`config.mk`:
```
export PLATFORM = sky130hd
export DESIGN_NAME = stream_mux
export DESIGN_NICKNAME = d
export VERILOG_FILES = /design/src/rtl/stream_mux_pkg.sv /design/src/rtl/rr_arbiter.sv /design/src/rtl/stream_mux.sv
export SDC_FILE = /design/constraint.sdc
export NUM_CORES = 1
export LEC_CHECK = 0
export ABC_CLOCK_PERIOD_IN_PS = 5700
export BUFFER_PORTS_ARGS = -buffer_cell sky130_fd_sc_hd__buf_2
export CORE_AREA = 2 2 440 442
export CTS_BUF_LIST = sky130_fd_sc_hd__clkbuf_8
export CTS_CLUSTER_DIAMETER = 30
export DETAILED_ROUTE_END_ITERATION = 6
export DIE_AREA = 0 0 442 444
export HOLD_SLACK_MARGIN = 0.12
export PLACE_DENSITY_LB_ADDON = 0.25
export SETUP_SLACK_MARGIN = 0.4
export SYNTH_ARGS = -nofsm -noshare
export SYNTH_HDL_FRONTEND = slang
export SYNTH_HIERARCHICAL = 1
export SYNTH_SLANG_ARGS = --single-unit
export TNS_END_PERCENT = 100
```
`constraint.sdc`:
```
create_clock -name clk -period 5.7 [get_ports clk]
set_input_delay 1.14 -clock clk [delete_from_list [all_inputs] [get_ports clk]]
set_output_delay 1.14 -clock clk [all_outputs]
set_load 0.005 [all_outputs]
```
`src/rtl/stream_mux_pkg.sv`:
```
// -----------------------------------------------------------------------------
// stream_mux_pkg
// Shared types and helpers for the stream_mux slice.
//   mux_mode_t : selection mode (fixed software select / round-robin)
//   slice_lo   : low bit index of channel `idx` inside a packed bus of
//                `width`-bit lanes
// -----------------------------------------------------------------------------
package stream_mux_pkg;

   typedef enum logic {
      MODE_FIXED = 1'b0,
      MODE_RR    = 1'b1
   } mux_mode_t;

   function automatic int slice_lo(input int idx, input int width);
      return idx * width;
   endfunction

endpackage

```
`src/rtl/rr_arbiter.sv`:
```
// -----------------------------------------------------------------------------
// rr_arbiter
// Combinational round-robin arbiter. Grants the first requesting channel
// found searching upward from (ptr+1) mod CHANNELS with wrap-around.
// Ports:
//   req         [CHANNELS]  request per channel
//   ptr         [SW]        last granted channel (search starts one above)
//   grant       [SW]        granted channel index (0 when nothing granted)
//   grant_valid             at least one request is present
// -----------------------------------------------------------------------------
module rr_arbiter
   import stream_mux_pkg::*;
#(
   parameter  int CHANNELS = 32,
   localparam int SW       = $clog2(CHANNELS)
) (
   input  logic [CHANNELS-1:0] req,
   input  logic [SW-1:0]       ptr,
   output logic [SW-1:0]       grant,
   output logic                grant_valid
);

   logic [SW-1:0]           start;
   logic [2*CHANNELS-1:0]   dbl_req;
   logic [2*CHANNELS-1:0]   mask;
   logic [2*CHANNELS-1:0]   masked;

   // The request vector is duplicated so that a wrap-around search becomes a
   // plain lowest-set-bit search: the lower copy is masked below the start
   // position, the upper copy is left whole and catches the wrapped part.
   always_comb begin
      if (ptr >= SW'(CHANNELS - 1)) begin
         start = '0;
      end else begin
         start = ptr + 1'b1;
      end

      mask = '0;
      for (int j = 0; j < 2 * CHANNELS; j++) begin
         mask[j] = (j >= int'(start));
      end

      dbl_req     = {req, req};
      masked      = dbl_req & mask;
      grant_valid = |req;

      // Downward scan so the lowest set bit is the last one written.
      grant = '0;
      for (int j = 2 * CHANNELS - 1; j >= 0; j--) begin
         if (masked[j]) begin
            grant = (j >= CHANNELS) ? SW'(j - CHANNELS) : SW'(j);
         end
      end
   end

endmodule

```
`src/rtl/stream_mux.sv`:
```
// -----------------------------------------------------------------------------
// stream_mux
// CHANNELS-way, N-bit stream selector with per-channel valid/ready and a
// registered output stage. mode=0 selects channel `s`; mode=1 arbitrates
// round-robin among requesting channels.
//
// Handshake: a word moves across an interface on a rising edge where both
// valid and ready are high. Producers may raise or drop valid at will before
// a grant; once out_valid is high, out_data/out_sel stay stable until the
// consumer takes the word with out_ready.
//
// Ports:
//   clk, rst   clock; synchronous active-high reset
//   mode       0 = fixed select, 1 = round-robin
//   s          channel index used in fixed mode
//   in_data    packed channel data, channel i at [i*N +: N]
//   in_valid   per-channel valid
//   in_ready   per-channel ready (one-hot or zero)
//   out_data   registered selected word
//   out_valid  output holds a word
//   out_ready  consumer accepts the word
//   out_sel    channel that produced out_data
//
// Build option: STREAM_MUX_SKID_EN adds a one-entry skid register so that
// in_ready depends only on registered state (no out_ready->in_ready path).
// -----------------------------------------------------------------------------
module stream_mux
   import stream_mux_pkg::*;
#(
   parameter  int N        = 32,
   parameter  int CHANNELS = 32,
   localparam int SW       = $clog2(CHANNELS)
) (
   input  logic                  clk,
   input  logic                  rst,
   input  logic                  mode,
   input  logic [SW-1:0]         s,
   input  logic [CHANNELS*N-1:0] in_data,
   input  logic [CHANNELS-1:0]   in_valid,
   output logic [CHANNELS-1:0]   in_ready,
   output logic [N-1:0]          out_data,
   output logic                  out_valid,
   input  logic                  out_ready,
   output logic [SW-1:0]         out_sel
);

   logic [SW-1:0] rr_grant;
   logic          rr_valid;
   logic          fix_hit;
   logic [SW-1:0] grant;
   logic          grant_valid;
   logic [N-1:0]  grant_data;
   logic          accept;

   logic          out_valid_q, out_valid_d;
   logic [N-1:0]  out_data_q,  out_data_d;
   logic [SW-1:0] out_sel_q,   out_sel_d;
   logic [SW-1:0] rr_ptr_q,    rr_ptr_d;

`ifdef STREAM_MUX_SKID_EN
   logic          skid_valid_q, skid_valid_d;
   logic [N-1:0]  skid_data_q,  skid_data_d;
   logic [SW-1:0] skid_sel_q,   skid_sel_d;
`endif

   rr_arbiter #(
      .CHANNELS (CHANNELS)
   ) u_rr_arbiter (
      .req         (in_valid),
      .ptr         (rr_ptr_q),
      .grant       (rr_grant),
      .grant_valid (rr_valid)
   );

   // Grant selection and data steering. An s beyond the last channel matches
   // no loop index, so it never grants.
   always_comb begin
      fix_hit = 1'b0;
      for (int i = 0; i < CHANNELS; i++) begin
         if (s == SW'(i) && in_valid[i]) begin
            fix_hit = 1'b1;
         end
      end

      if (mux_mode_t'(mode) == MODE_RR) begin
         grant       = rr_grant;
         grant_valid = rr_valid;
      end else begin
         grant       = fix_hit ? s : '0;
         grant_valid = fix_hit;
      end

      grant_data = '0;
      for (int i = 0; i < CHANNELS; i++) begin
         if (grant == SW'(i)) begin
            grant_data = in_data[slice_lo(i, N) +: N];
         end
      end
   end

`ifdef STREAM_MUX_SKID_EN
   // Acceptance depends only on the skid being empty, never on out_ready.
   assign accept = grant_valid && !skid_valid_q && !rst;
`else
   // The output register can take a word when empty or being drained.
   assign accept = grant_valid && (!out_valid_q || out_ready) && !rst;
`endif

   always_comb begin
      for (int i = 0; i < CHANNELS; i++) begin
         in_ready[i] = accept && (grant == SW'(i));
      end
   end

   always_comb begin
      out_valid_d = out_valid_q;
      out_data_d  = out_data_q;
      out_sel_d   = out_sel_q;
      rr_ptr_d    = rr_ptr_q;
`ifdef STREAM_MUX_SKID_EN
      skid_valid_d = skid_valid_q;
      skid_data_d  = skid_data_q;
      skid_sel_d   = skid_sel_q;

      if (out_valid_q && out_ready) begin
         // Output slot frees: an older skid word has priority over new input
         // (and new input is never accepted while the skid is full).
         if (skid_valid_q) begin
            out_data_d   = skid_data_q;
            out_sel_d    = skid_sel_q;
            skid_valid_d = 1'b0;
         end else if (accept) begin
            out_data_d = grant_data;
            out_sel_d  = grant;
         end else begin
            out_valid_d = 1'b0;
         end
      end else if (!out_valid_q) begin
         // The skid is always empty while the output is empty.
         if (accept) begin
            out_valid_d = 1'b1;
            out_data_d  = grant_data;
            out_sel_d   = grant;
         end
      end else if (accept) begin
         skid_valid_d = 1'b1;
         skid_data_d  = grant_data;
         skid_sel_d   = grant;
      end
`else
      if (accept) begin
         out_valid_d = 1'b1;
         out_data_d  = grant_data;
         out_sel_d   = grant;
      end else if (out_valid_q && out_ready) begin
         out_valid_d = 1'b0;
      end
`endif
      // The pointer only moves on round-robin grants so fairness resumes
      // where it left off after a stretch of fixed-mode traffic.
      if (accept && mux_mode_t'(mode) == MODE_RR) begin
         rr_ptr_d = grant;
      end
   end

   always_ff @(posedge clk) begin
      if (rst) begin
         out_valid_q <= 1'b0;
         out_data_q  <= '0;
         out_sel_q   <= '0;
         rr_ptr_q    <= SW'(CHANNELS - 1);
`ifdef STREAM_MUX_SKID_EN
         skid_valid_q <= 1'b0;
         skid_data_q  <= '0;
         skid_sel_q   <= '0;
`endif
      end else begin
         out_valid_q <= out_valid_d;
         out_data_q  <= out_data_d;
         out_sel_q   <= out_sel_d;
         rr_ptr_q    <= rr_ptr_d;
`ifdef STREAM_MUX_SKID_EN
         skid_valid_q <= skid_valid_d;
         skid_data_q  <= skid_data_d;
         skid_sel_q   <= skid_sel_d;
`endif
      end
   end

   assign out_valid = out_valid_q;
   assign out_data  = out_data_q;
   assign out_sel   = out_sel_q;

endmodule

```
# After elaboration in Yosys (flattened, before gate mapping)
# Index checks and enable logic that the tools add are counted.
# word_totals
ff_bits	43
latchBits	0
ramBits	0
mem_bits_ro	0
input_bits	1065
output_inout_bits	70
word_cells	309
n_memories	0
# op_classes
n_addsub	1
n_mul	0
n_div	0
magnitude_cmp	32
eq_ne	62
shifts	0
n_mux	134
n_bitwise	1
reduce_logical	75
# ops
cell	count
two-way mux 32 bit	32
two-way mux 5 bit	67
== test 5 bit, second input constant	32
== test 5 x 4 -> 1 bit, second input constant	16
greater-or-equal comparator 5 bit, first input constant	15
logical AND 1 bit	68
AND 64 bit	1
== test 5 x 3 -> 1 bit, second input constant	8
greater-or-equal comparator 4 x 5 -> 1 bit, first input constant	8
two-way mux 1 bit	35
OR reduction 32 bit	1
== test 5 x 2 -> 1 bit, second input constant	4
greater-or-equal comparator 3 x 5 -> 1 bit, first input constant	4
== test 5 x 1 -> 1 bit, second input constant	2
greater-or-equal comparator 1 x 5 -> 1 bit, first input constant	2
greater-or-equal comparator 2 x 5 -> 1 bit, first input constant	2
logical NOT 5 bit	2
adder 5 x 1 -> 5 bit, second input constant	1
greater-or-equal comparator 5 bit, second input constant	1
logical NOT 1 bit	2
nonzero test 2 bit	1
logical OR 1 bit	1

# Depth between registers and ports, before layout
# Gate-level depths: netlist of the first run.
# depth
word_depth	102
mapped_depth	25

# Hierarchy
# Netlist of the first run, hierarchy kept.
# by_module_without_submodules
mod	n_inst	cells_per_inst	area_per_inst_um2
stream_mux	1	1643	10410.0
rr_arbiter	1	249	1590.3

# Worst setup path before layout of the first run
# Ideal clock, no wire load.
# synth_path
path_kind	in2out
from	input port in_valid[28]
to	output port in_ready[22]
t_arrival_ns	4.662
t_required_ns	4.560
path_slack_ns	-0.102
path_stages	17
path_buffers	4
cell_sequence	or3b_1 -> a221oi_1 -> o211ai_1 -> a2111oi_0 -> o311ai_1 -> a211o_1 -> o21ai_2 -> nand2_1 -> or2_2 -> o21ai_0 -> o21a_1 -> buf_2 -> buf_2 -> clkbuf_1 -> buf_1 -> nand2_1 -> nor2_1
# synth_between
elab_chain_len	65
word_cells_on_any_way	75
cone_classes	1 x eq/ne; 68 x mux; 1 x bitwise; 5 x reduce/logical
# synth_lines
element	line	text
start, declared	stream_mux.sv:39	input logic [CHANNELS-1:0] in_valid,
AND 64 bit (*)	rr_arbiter.sv:44	masked = dbl_req & mask;
two-way mux 5 bit (32 in a row)	rr_arbiter.sv:50	if (masked[j]) begin
two-way mux 5 bit (*) (29 in a row)	rr_arbiter.sv:50	
named net rr_grant[1]	stream_mux.sv:47	logic [SW-1:0] rr_grant;
two-way mux 5 bit (*)	stream_mux.sv:85	if (mux_mode_t'(mode) == MODE_RR) begin
== test 5 bit (*)	stream_mux.sv:111	in_ready[i] = accept && (grant == SW'(i));
logical AND 1 bit (*)	stream_mux.sv:111	
end, declared	stream_mux.sv:40	output logic [CHANNELS-1:0] in_ready,
# Mark *: on every way through the listed nets, which the timed path passes. The rest lies on a longest branch.

# Worst setup path in the final report of the first run
# layout_path
from	register rr_ptr_q[1]
to	register out_data_q[3] (netlist: out_data[3])
# layout_between
elab_chain_len	69
word_cells_on_any_way	131
cone_classes	1 x add/sub; 32 x order compare; 31 x eq/ne; 65 x mux; 1 x bitwise; 1 x reduce/logical
# layout_lines
element	line	text
start, declared	stream_mux.sv:58	logic [SW-1:0] rr_ptr_q, rr_ptr_d;
start signal, assigned	stream_mux.sv:171	rr_ptr_q <= SW'(CHANNELS - 1);
start signal, assigned	stream_mux.sv:181	rr_ptr_q <= rr_ptr_d;
adder 5 x 1 -> 5 bit / greater-or-equal comparator 5 bit (equally long branches)	rr_arbiter.sv:35, rr_arbiter.sv:32	
two-way mux 5 bit (*)	rr_arbiter.sv:32	if (ptr >= SW'(CHANNELS - 1)) begin
greater-or-equal comparator 5 bit	rr_arbiter.sv:40	mask[j] = (j >= int'(start));
AND 64 bit (*)	rr_arbiter.sv:44	
two-way mux 5 bit (30 in a row)	rr_arbiter.sv:50	
two-way mux 5 bit (*)	rr_arbiter.sv:50	
named net rr_grant[1]	stream_mux.sv:47	
two-way mux 5 bit (*)	stream_mux.sv:85	
logical NOT 5 bit	stream_mux.sv:95	if (grant == SW'(i)) begin
two-way mux 32 bit (31 in a row)	stream_mux.sv:95	
two-way mux 32 bit (*)	stream_mux.sv:95	
end signal, assigned	stream_mux.sv:179	out_data_q <= out_data_d;
end, declared	stream_mux.sv:56	logic [N-1:0] out_data_q, out_data_d;
# Marked as above.
# A chain may end at the register's enable or synchronous reset.

==> results of run 1 <==
==> critical path, delay by kind of cell, from the launching register on <==
family | cells | cell delay, ns
buffers and inverters | 12 | 1.62
flip-flops | 1 | 0.38
AO/OA/AOI/OAI | 11 | 2.63
AND/OR/NAND/NOR | 3 | 0.65
adder cells (fa/ha/maj) | 2 | 0.46
multiplexers | 1 | 0.17
==> path summary, 6_finish.rpt <==
path,to,from,cells after the start
max,out_data[3],rr_ptr_q[1],29
min,out_sel[0],out_sel[0],2
max reg2reg,out_data[3],rr_ptr_q[1],29
min reg2reg,out_sel[0],out_sel[0],2
==> registers in the layout, indices dropped and copies added, names as in the netlist <==
signal / count
out_data: 32
out_sel: 5
rr_ptr_q: 5
out_valid: 1
==> synthesized netlist by cell type, types with 19 or more instances <==
cell type | number | share of area
dfxtp_1 | 43 | 0.072
a31oi_1 | 23 | 0.012
nor4_1 | 19 | 0.0099
o211ai_1 | 27 | 0.017
nand2_1 | 207 | 0.065
a211oi_1 | 37 | 0.023
o22ai_1 | 121 | 0.063
a21oi_1 | 178 | 0.074
buf_2 | 44 | 0.018
nand3_1 | 45 | 0.019
inv_1 | 20 | 0.0063
nor3_1 | 42 | 0.018
or3_1 | 20 | 0.010
clkbuf_1 | 93 | 0.029
a222oi_1 | 67 | 0.056
a22oi_1 | 72 | 0.045
a221o_1 | 21 | 0.018
o221ai_1 | 53 | 0.039
o21ai_0 | 120 | 0.050
nor2_1 | 224 | 0.070
a221oi_1 | 57 | 0.042
==> per-stage QoR <==
step                cell area (sq um)  hold slack (ns)  setup WS (ns)  TNS, ns  std cells
detailed placement              27700            0.460          -1.58   -40.00       6174
CTS                             30900            0.478         -0.446    -6.80       6292
finish                          31900            0.469         -0.354    -7.64       6383
global placement                27700            0.450          -1.70   -45.30       6174
floorplan                       12100            0.453          0.399        0       1892
global route                    31800            0.489         -0.537   -15.51       6356
==> per-layer routing <==
metal / vias up / routed length [um]
met5: - / 528
met3: 417 / 19400
met2: 1666 / 126000
li1: 11600 / -
met1: 13800 / 99600
met4: 82 / 11300
==> final cells by class <==
class / count / area, sq um / area share
diodes: 63 / 158 / 0.00494
clock buffers: 5 / 68.8 / 0.00216
clock inverters: 2 / 33.8 / 0.00106
inverters: 22 / 82.6 / 0.00259
multi-input cells: 1661 / 12700 / 0.398
flip-flops and latches: 43 / 866 / 0.0272
well taps: 2526 / 3160 / 0.0991
repair buffers: 2061 / 14800 / 0.464
==> what timing repair did <==
action,in CTS,in global routing
pin swaps,181,78
hold buffers,0,0
gates cloned,3,0
endpoints found under the setup margin,64,64
buffers inserted,108,28
resized for setup,473,105
==> where the power goes <==
group,internal (W),switching [W],total (W)
combinational,0.00925,0.0117,0.0209
clock,0.000128,0.000177,0.000306
sequential,0.000411,0.000148,0.000559
total,0.00979,0.0120,0.0218
==> cells by family (layout without fill, tap and decap cells) <==
logic type | Yosys count | count (layout) | share of synthesized area
AOI/OAI and AO/OA | 973 | 973 | 0.582
xor gates and xnor gates | 2 | 2 | 0.00146
adders and majority gates | 2 | 2 | 0.00208
buffers and inverters | 188 | 2090 | 0.0693
DFF | 43 | 43 | 0.0717
muxes | 15 | 15 | 0.0147
other | 0 | 63 | 0
and+or+nand+nor | 669 | 669 | 0.259
==> impl_metrics.tcl, run 1 <==
set metrics [dict create \
    status "finished with violations" \
    violations "design-rule violations, negative setup slack" \
    yosys_register_bits 43 \
    synth_nets 2959 \
    maxCapViolations 0 \
    tightest_slew_ns 0.989 \
    gr-usage-all-layers 0.249 \
    cpPeakStageDelay_ns 0.54 \
    layout_setup_ws_ns -0.354 \
    vias_per_cell 4.31 \
    drc 5 \
    hpwl_um 230000 \
    num_rows 161 \
    synth_flop_cell "dfxtp_1" \
    crit_type "reg -> reg" \
    finalCritPeriodShare 1.06 \
    skew_ns 0.0231 \
    vdd.ir_drop.worst_mv 0.305 \
    setup_violations 48 \
    first_pass_iters 7 \
    grt_pass1_wl_um 315000 \
    numCtsBuffers 5 \
    grt_overflow 0 \
    synth-edff-count 0 \
    h-tree-depth 2 \
    finalWeightedCongestion 0.981 \
    io_buffers 1134 \
    slew_headroom 0.333 \
    hold_path_class "reg -> reg" \
    slew_violations 0 \
    antenna_found_initial 176 \
    yosysWarnings 6 \
    fmax_ghz 0.165 \
    r2r_slack_ns -0.35 \
    grt_util_met2 0.443 \
    area_growth_syn_to_layout_pct 166 \
    rsz0062_at_grt "yes" \
    grt_max_degree 32 \
    top_usage_layer "met2" \
    die_y_um 444 \
    final_cell_mix "buf_2 (1126), buf_4 (698), nor2_1 (177), nand2_1 (177), a21oi_1 (147)" \
    cp_slowest_cell "a2111o_2" \
    root_buffer "clkbuf_8" \
    synth_cell_types 105 \
    postRouteWirelength_um 257000 \
    cts_tree "yes" \
    yosysSeqAreaShare 0.0717 \
    power_density_nw_per_um2 684 \
    synthArstFlopShare 0 \
    clkSinkCount 43 \
    grt.met1_usage 0.290 \
    fill_cells 22200 \
    post_drt_wl_per_cell_um 40.2 \
    core_sq_um 192000 \
    clockBufferDepth 2 \
    start_kind "register" \
    ios 1135 \
    p_leak_nw 14.0 \
    nets 4861 \
    design.die.area_sq_um 196000 \
    clk_latency_ns 0.38 \
    layout.cells.most_common "buf_2" \
    drt_iter0_drc 3009 \
    critical_path_arrival_ns 6.32 \
    drive_above_1_share 0.644 \
    syn_inst 1892 \
    initial_core_util 0.0626 \
    syn_area_sq_um 12000 \
    required_ns 5.96 \
    vias 27500 \
    grtUsageMet3 0.0597 \
    power_w 0.0218 \
    syn_area_per_cell_sq_um 6.34 \
    die_w_um 442 \
    cp-end-kind "register" \
    path_clk_slew_ns 0.12 \
    detail-route-antenna-nets 0 \
    grt_pass1_vias 27100 \
    finalCriticalPeriod_ns 6.05 \
    hold_viol 0 \
    post-route-util 0.166 \
    worst-path-max-fanout 7 \
]
Power figures use the tool's default switching activity.
==> run 2, diff against run 1 <==
--- a/config.mk
+++ b/config.mk
@@ -5,18 +5,18 @@
 export SDC_FILE = /design/constraint.sdc
 export NUM_CORES = 1
 export LEC_CHECK = 0
+export ABC_AREA = 1
 export ABC_CLOCK_PERIOD_IN_PS = 5700
 export BUFFER_PORTS_ARGS = -buffer_cell sky130_fd_sc_hd__buf_2
-export CORE_AREA = 2 2 440 442
+export CORE_AREA = 2 2 436 438
 export CTS_BUF_LIST = sky130_fd_sc_hd__clkbuf_8
 export CTS_CLUSTER_DIAMETER = 30
 export DETAILED_ROUTE_END_ITERATION = 6
-export DIE_AREA = 0 0 442 444
+export DIE_AREA = 0 0 438 440
 export HOLD_SLACK_MARGIN = 0.12
 export PLACE_DENSITY_LB_ADDON = 0.25
 export SETUP_SLACK_MARGIN = 0.4
 export SYNTH_ARGS = -nofsm -noshare
 export SYNTH_HDL_FRONTEND = slang
-export SYNTH_HIERARCHICAL = 1
 export SYNTH_SLANG_ARGS = --single-unit
 export TNS_END_PERCENT = 100
==> constraint.sdc (replaced) <==
create_clock -name clk -period 5.7 [get_ports clk]
set_input_delay 0.57 -clock clk [delete_from_list [all_inputs] [get_ports clk]]
set_output_delay 0.57 -clock clk [all_outputs]
set_load 0.005 [all_outputs]
==> run 2 against run 1 <==
Net effect: the flow finishes with violations (negative setup slack); clock skew shrank 0.0050 ns; via count shrank 9.3%; sequential cell count is the same; core utilization shrank 1.3 points; sequential share of layout area grew 0.28 points; global-route usage shrank 6.0 points; area after synthesis shrank 1.6%; worst setup slack lost 0.86 ns; largest power group unchanged; highest routed layer unchanged.
==> impl_metrics.tcl, run 2 <==
set metrics [dict create \
    grt_max_degree 71 \
    first_pass_iters 5 \
    finalCriticalPeriod_ns 6.91 \
    synth_flop_cell "dfxtp_1" \
    synth_top_area_frac 0.301 \
    synth-edff-count 0 \
    vias 25000 \
    worstHoldEndpoint "out_data[25]" \
    die_w_um 438 \
    final_cell_mix "buf_2 (1122), nand2_1 (813), buf_4 (405)" \
    rr_startpoint "rr_ptr_q[0]" \
    finalCritPeriodShare 1.21 \
    cpPeakStageDelay_ns 0.26 \
    clk_latency_ns 0.35 \
    grt_overflow 0 \
    slew_violations 0 \
    power_w 0.00710 \
    layout.cells.most_common "buf_2" \
    largest_reg_flops 32 \
    drt_iter0_drc 1968 \
    fill_cells 22400 \
    die_y_um 440 \
    yosysSeqAreaShare 0.0729 \
    h-tree-depth 2 \
    maxCapViolations 0 \
    grt_pass1_vias 24900 \
    initial_core_util 0.0626 \
    yosys-top-cells-area "nand2_1 (30%), a21oi_1 (11%), nor2_1 (10%)" \
    cp_slowest_cell "nand4_1" \
    root_buffer "clkbuf_8" \
    power_density_nw_per_um2 246 \
    hold_path_class "reg -> reg" \
    num_rows 160 \
    critical_path_arrival_ns 7.16 \
    drc 0 \
    cts_tree "yes" \
    vias_per_cell 3.72 \
    numCtsBuffers 5 \
    p_leak_nw 14.6 \
    fmax_ghz 0.145 \
    slew_headroom 0.483 \
    synth_top_area_cell "nand2_1" \
    rsz0062_at_grt "yes" \
    syn_area_per_cell_sq_um 4.64 \
    design.die.area_sq_um 193000 \
    area_growth_syn_to_layout_pct 144 \
    syn_area_sq_um 11800 \
    gr-usage-all-layers 0.189 \
    worst-path-max-fanout 7 \
    yosysWarnings 0 \
    clkSinkCount 43 \
    syn_inst 2543 \
    grt_pass1_wl_um 241000 \
    hold_depth 2 \
    synthArstFlopShare 0 \
    core_sq_um 189000 \
    hpwl_um 175000 \
    hold_viol 0 \
    io_buffers 1134 \
    synth.most_common_cell "nand2_1" \
    clockBufferDepth 2 \
    finalWeightedCongestion 1.01 \
    status "finished with violations" \
    antenna_found_initial 108 \
    cp-end-kind "register" \
    ys_top_cells_by_count "nand2_1 (947), nor2_1 (317), inv_1 (305), a21oi_1 (263), nand4_1 (168)" \
    violations "negative setup slack" \
    start_kind "primary input" \
    tightest_slew_ns 0.776 \
    worstReg2RegEnd "out_data[9]" \
    detail-route-antenna-nets 0 \
    skew_ns 0.0182 \
    ios 1135 \
    layout_setup_ws_ns -1.21 \
    setup_violations 33 \
    synth_cell_types 47 \
    hold_buffers 0 \
    synth_nets 3610 \
    crit_type "in -> reg" \
    yosys_register_bits 43 \
    rr_worst_depth 68 \
    tns_ns -28.75 \
    drive_above_1_share 0.534 \
    required_ns 5.94 \
    path_clk_slew_ns 0.10 \
    hold_ws_ns 0.472 \
    postRouteWirelength_um 193000 \
    min_from "out_data[25]" \
    r2r_slack_ns -1.14 \
    crit_path_frequent_cell "nand2_1" \
    vdd.ir_drop.worst_mv 0.0895 \
    post_drt_wl_per_cell_um 28.7 \
    nets 5227 \
]
-- run 2: changes by cell type after synthesis, moves of 53 or more --
cell / previous run / this run
nand2_1: 207 / 947
inv_1: 20 / 305
nand4_1: 13 / 168
nand3_1: 45 / 164
o22ai_1: 121 / 11
o21ai_0: 120 / 15
nor2_1: 224 / 317
a21oi_1: 178 / 263
a22oi_1: 72 / 0
a222oi_1: 67 / 0
a221oi_1: 57 / 0
o221ai_1: 53 / 0
-- run 2: worst max-delay path, delay by kind of cell --
family                 cells  cell delay [ns]
buffers and inverters     10             1.01
AO/OA/AOI/OAI              1             0.17
AND/OR/NAND/NOR           76             5.43
-- run 2: layer usage --
metal	wire, um	GRT usage	vias to the layer above
met3	13700	0.0374	259
met4	5590	0.0428	38
met5	247	0	-
met1	76900	0.229	12000
met2	96500	0.342	1196
li1	-	-	11400
-- run 2: logic make-up after synthesis --
group	after synthesis	synth area share
fa+ha+maj	2	0.00212
xor+xnor	1	0.000742
buf+inv	451	0.147
flops	43	0.0729
compound gates	338	0.153
simple gates	1708	0.624
-- run 2: worst max path at each step --
| stage | to | cells after the start | start | slack, ns |
|---|---|---|---|---|
| 6_report | out_data[9] | 87 | in_valid[28] | -1.21 |
| 5_1_grt | out_data[13] | 86 | in_valid[28] | -1.77 |
| 4_1_cts | out_data[13] | 86 | in_valid[28] | -1.21 |
| 3_5_place_dp | out_data[1] | 83 | in_valid[28] | -2.33 |
| 3_3_place_gp | out_data[1] | 83 | in_valid[28] | -2.75 |
| 2_1_floorplan | out_data[5] | 79 | in_valid[28] | 0.83 |
-- run 2: power by group --
part           internal [W]  switching (W)
Clock              0.000128       0.000145
Sequential         0.000351      0.0000379
Combinational       0.00264        0.00379
-- run 2: repair_timing --
item	4_1_cts	5_1_grt
endpoints found under the setup margin	64	64
gates cloned	2	2
setup buffers	38	34
hold endpoints to repair	0	0
pin swaps	221	253
gates resized for setup	541	233
-- run 2: layout make-up --
class | count | area (sq um) | area share
Multi-Input combinational cell | 2050 | 11500 | 0.400
Sequential cell | 43 | 863 | 0.0299
Clock inverter | 2 | 33.8 | 0.00117
Clock buffer | 5 | 68.8 | 0.00238
Timing Repair Buffer | 1741 | 11900 | 0.411
Antenna cell | 46 | 115 | 0.00399
Tap cell | 2511 | 3140 | 0.109
Inverter | 319 | 1230 | 0.0426
-- run 2: metrics by stage --
step                      cells  instance area (sq um)  setup WS, ns   util
final                      6717                  28900         -1.21  0.153
after global routing       6703                  28800         -1.77  0.153
after CTS                  6635                  27500         -1.21  0.146
after detailed placement   6588                  24900         -2.33  0.132
after global placement     6588                  24900         -2.75  0.132
after floorplan            2543                  11800         0.830      -
==> run 3, diff against run 2 <==
--- a/config.mk
+++ b/config.mk
@@ -15,7 +15,6 @@
 export DIE_AREA = 0 0 438 440
 export HOLD_SLACK_MARGIN = 0.12
 export PLACE_DENSITY_LB_ADDON = 0.25
-export SETUP_SLACK_MARGIN = 0.4
 export SYNTH_ARGS = -nofsm -noshare
 export SYNTH_HDL_FRONTEND = slang
 export SYNTH_SLANG_ARGS = --single-unit
==> run 3 against run 2 <==
Net effect: first-iteration DRC count rose by 0.91%; global-route usage about the same; final area fell by 2.0%; critical endpoint is now out_data[12]; the flow still finishes with violations (negative setup slack); highest routed layer unchanged.
==> impl_metrics.tcl, run 3 (same netlist as run 2, synthesis figures left out) <==
set metrics [dict create \
    slew_violations 0 \
    finalWeightedCongestion 1.01 \
    cpPeakStageDelay_ns 0.31 \
    drc 0 \
    top_usage_layer "met2" \
    grt_overflow 0 \
    preCtsSetupSlack_ns -2.33 \
    first_pass_iters 5 \
    required_ns 5.93 \
    critical_path_arrival_ns 7.12 \
    grtUsageMet3 0.0398 \
    io_buffers 1134 \
    clkSinkCount 43 \
    area_growth_syn_to_layout_pct 139 \
    cp-end-kind "register" \
    clk_latency_ns 0.35 \
    fmax_ghz 0.145 \
    hpwl_um 175000 \
    grt_max_degree 71 \
    layout_setup_ws_ns -1.19 \
    postRouteWirelength_um 193000 \
    hold_viol 0 \
    gr-usage-all-layers 0.189 \
    num_rows 160 \
    hold_buffers 0 \
    maxCapViolations 0 \
    antenna_found_initial 113 \
    finalCriticalPeriod_ns 6.89 \
    p_leak_nw 14.3 \
    crit_path_frequent_cell "nand2_1" \
    h-tree-depth 2 \
    numCtsBuffers 5 \
    tns_ns -28.86 \
    initial_core_util 0.0626 \
    status "finished with violations" \
    grt_pass1_vias 24800 \
    drive_above_1_share 0.522 \
    post_drt_wl_per_cell_um 28.8 \
    grt_util_met2 0.341 \
    nets 5211 \
    ios 1135 \
    r2r_slack_ns -1.11 \
    crit_type "in -> reg" \
    drt_iter0_drc 1986 \
    die_y_um 440 \
    root_buffer "clkbuf_8" \
    slew_headroom 0.501 \
    post-route-util 0.150 \
    path_clk_slew_ns 0.12 \
    die_w_um 438 \
    hold_ws_ns 0.472 \
    start_kind "primary input" \
    final_cell_mix "buf_2 (1125), nand2_1 (833), buf_4 (420)" \
    fill_cells 22500 \
    finalCritPeriodShare 1.21 \
    cp_slowest_cell "nand4_1" \
    vdd.ir_drop.worst_mv 0.0786 \
    design.die.area_sq_um 193000 \
    clockBufferDepth 2 \
    vias 24900 \
    skew_ns 0.0237 \
    tightest_slew_ns 0.749 \
    power_w 0.00687 \
    cp_num_buf_inv 11 \
    vias_per_cell 3.72 \
    largest_reg_flops 32 \
    detail-route-antenna-nets 0 \
    rsz0062_at_grt "yes" \
    cts_tree "yes" \
    grt_pass1_wl_um 241000 \
    layout.cells.most_common "buf_2" \
    worst-path-max-fanout 4 \
    crit_family "simple AND/OR/NAND/NOR gates" \
    violations "negative setup slack" \
    core_sq_um 189000 \
    power_density_nw_per_um2 243 \
    hold_path_class "reg -> reg" \
    grt.met1_usage 0.227 \
    setup_violations 33 \
]
run 3: changes by cell type in the layout (fill, tap and decap cells not counted), sizes merged:
cell | before | now
diode | 46 | 52
clkbuf | 7 | 8
buf | 1739 | 1722
run 3: final cells by class:
cell class	instances	area [sq um]	share of cell area
Inverter	319	1220	0.0432
Timing Repair Buffer	1725	11500	0.406
Antenna cell	52	130	0.00460
Multi-Input combinational cell	2050	11300	0.401
Clock buffer	5	68.8	0.00243
Clock inverter	2	33.8	0.00120
Tap cell	2511	3140	0.111
Sequential cell	43	863	0.0305
run 3: final timing paths:
kind	start	cells past startpoint	end
max	in_valid[28]	89	out_data[12]
min	out_data[18]	2	out_data[18]
min reg2reg	out_data[18]	2	out_data[18]
max reg2reg	rr_ptr_q[0]	70	out_data[12]
run 3: routing by layer:
layer	wire length, um	part of all wire	up-vias
met3	13600	0.070	240
met1	76900	0.40	12100
met2	96800	0.50	1114
met5	324	0.0017	-
met4	5230	0.027	50
li1	-	-	11400
run 3: timing repair:
item                       4_1_cts  5_1_grt
buffers inserted                43       30
setup endpoints to repair       52       64
cloned                           3        2
pin swaps                      208      251
resized for setup              459      205
run 3: tightest hold or removal path, cell delays in order (launching register included):
cell and delay [ns]:
dfxtp_1 0.32, nand2_1 0.06, a21oi_1 0.05
run 3: report_power, final:
| part | switching, W | total [W] | leakage [nW] | internal [W] |
|---|---|---|---|---|
| Clock | 0.000147 | 0.000274 | 0.0557 | 0.000128 |
| Combinational | 0.00372 | 0.00621 | 13.9 | 0.00249 |
| Sequential | 0.0000373 | 0.000389 | 0.353 | 0.000351 |
| Total | 0.00390 | 0.00687 | 14.3 | 0.00297 |
run 3: through the flow:
stage	std cells	cell area [sq um]
after global placement	6588	24900
after CTS	6630	27100
after global routing	6690	28200
after floorplan	2543	11800
after detailed placement	6588	24900
final	6707	28300
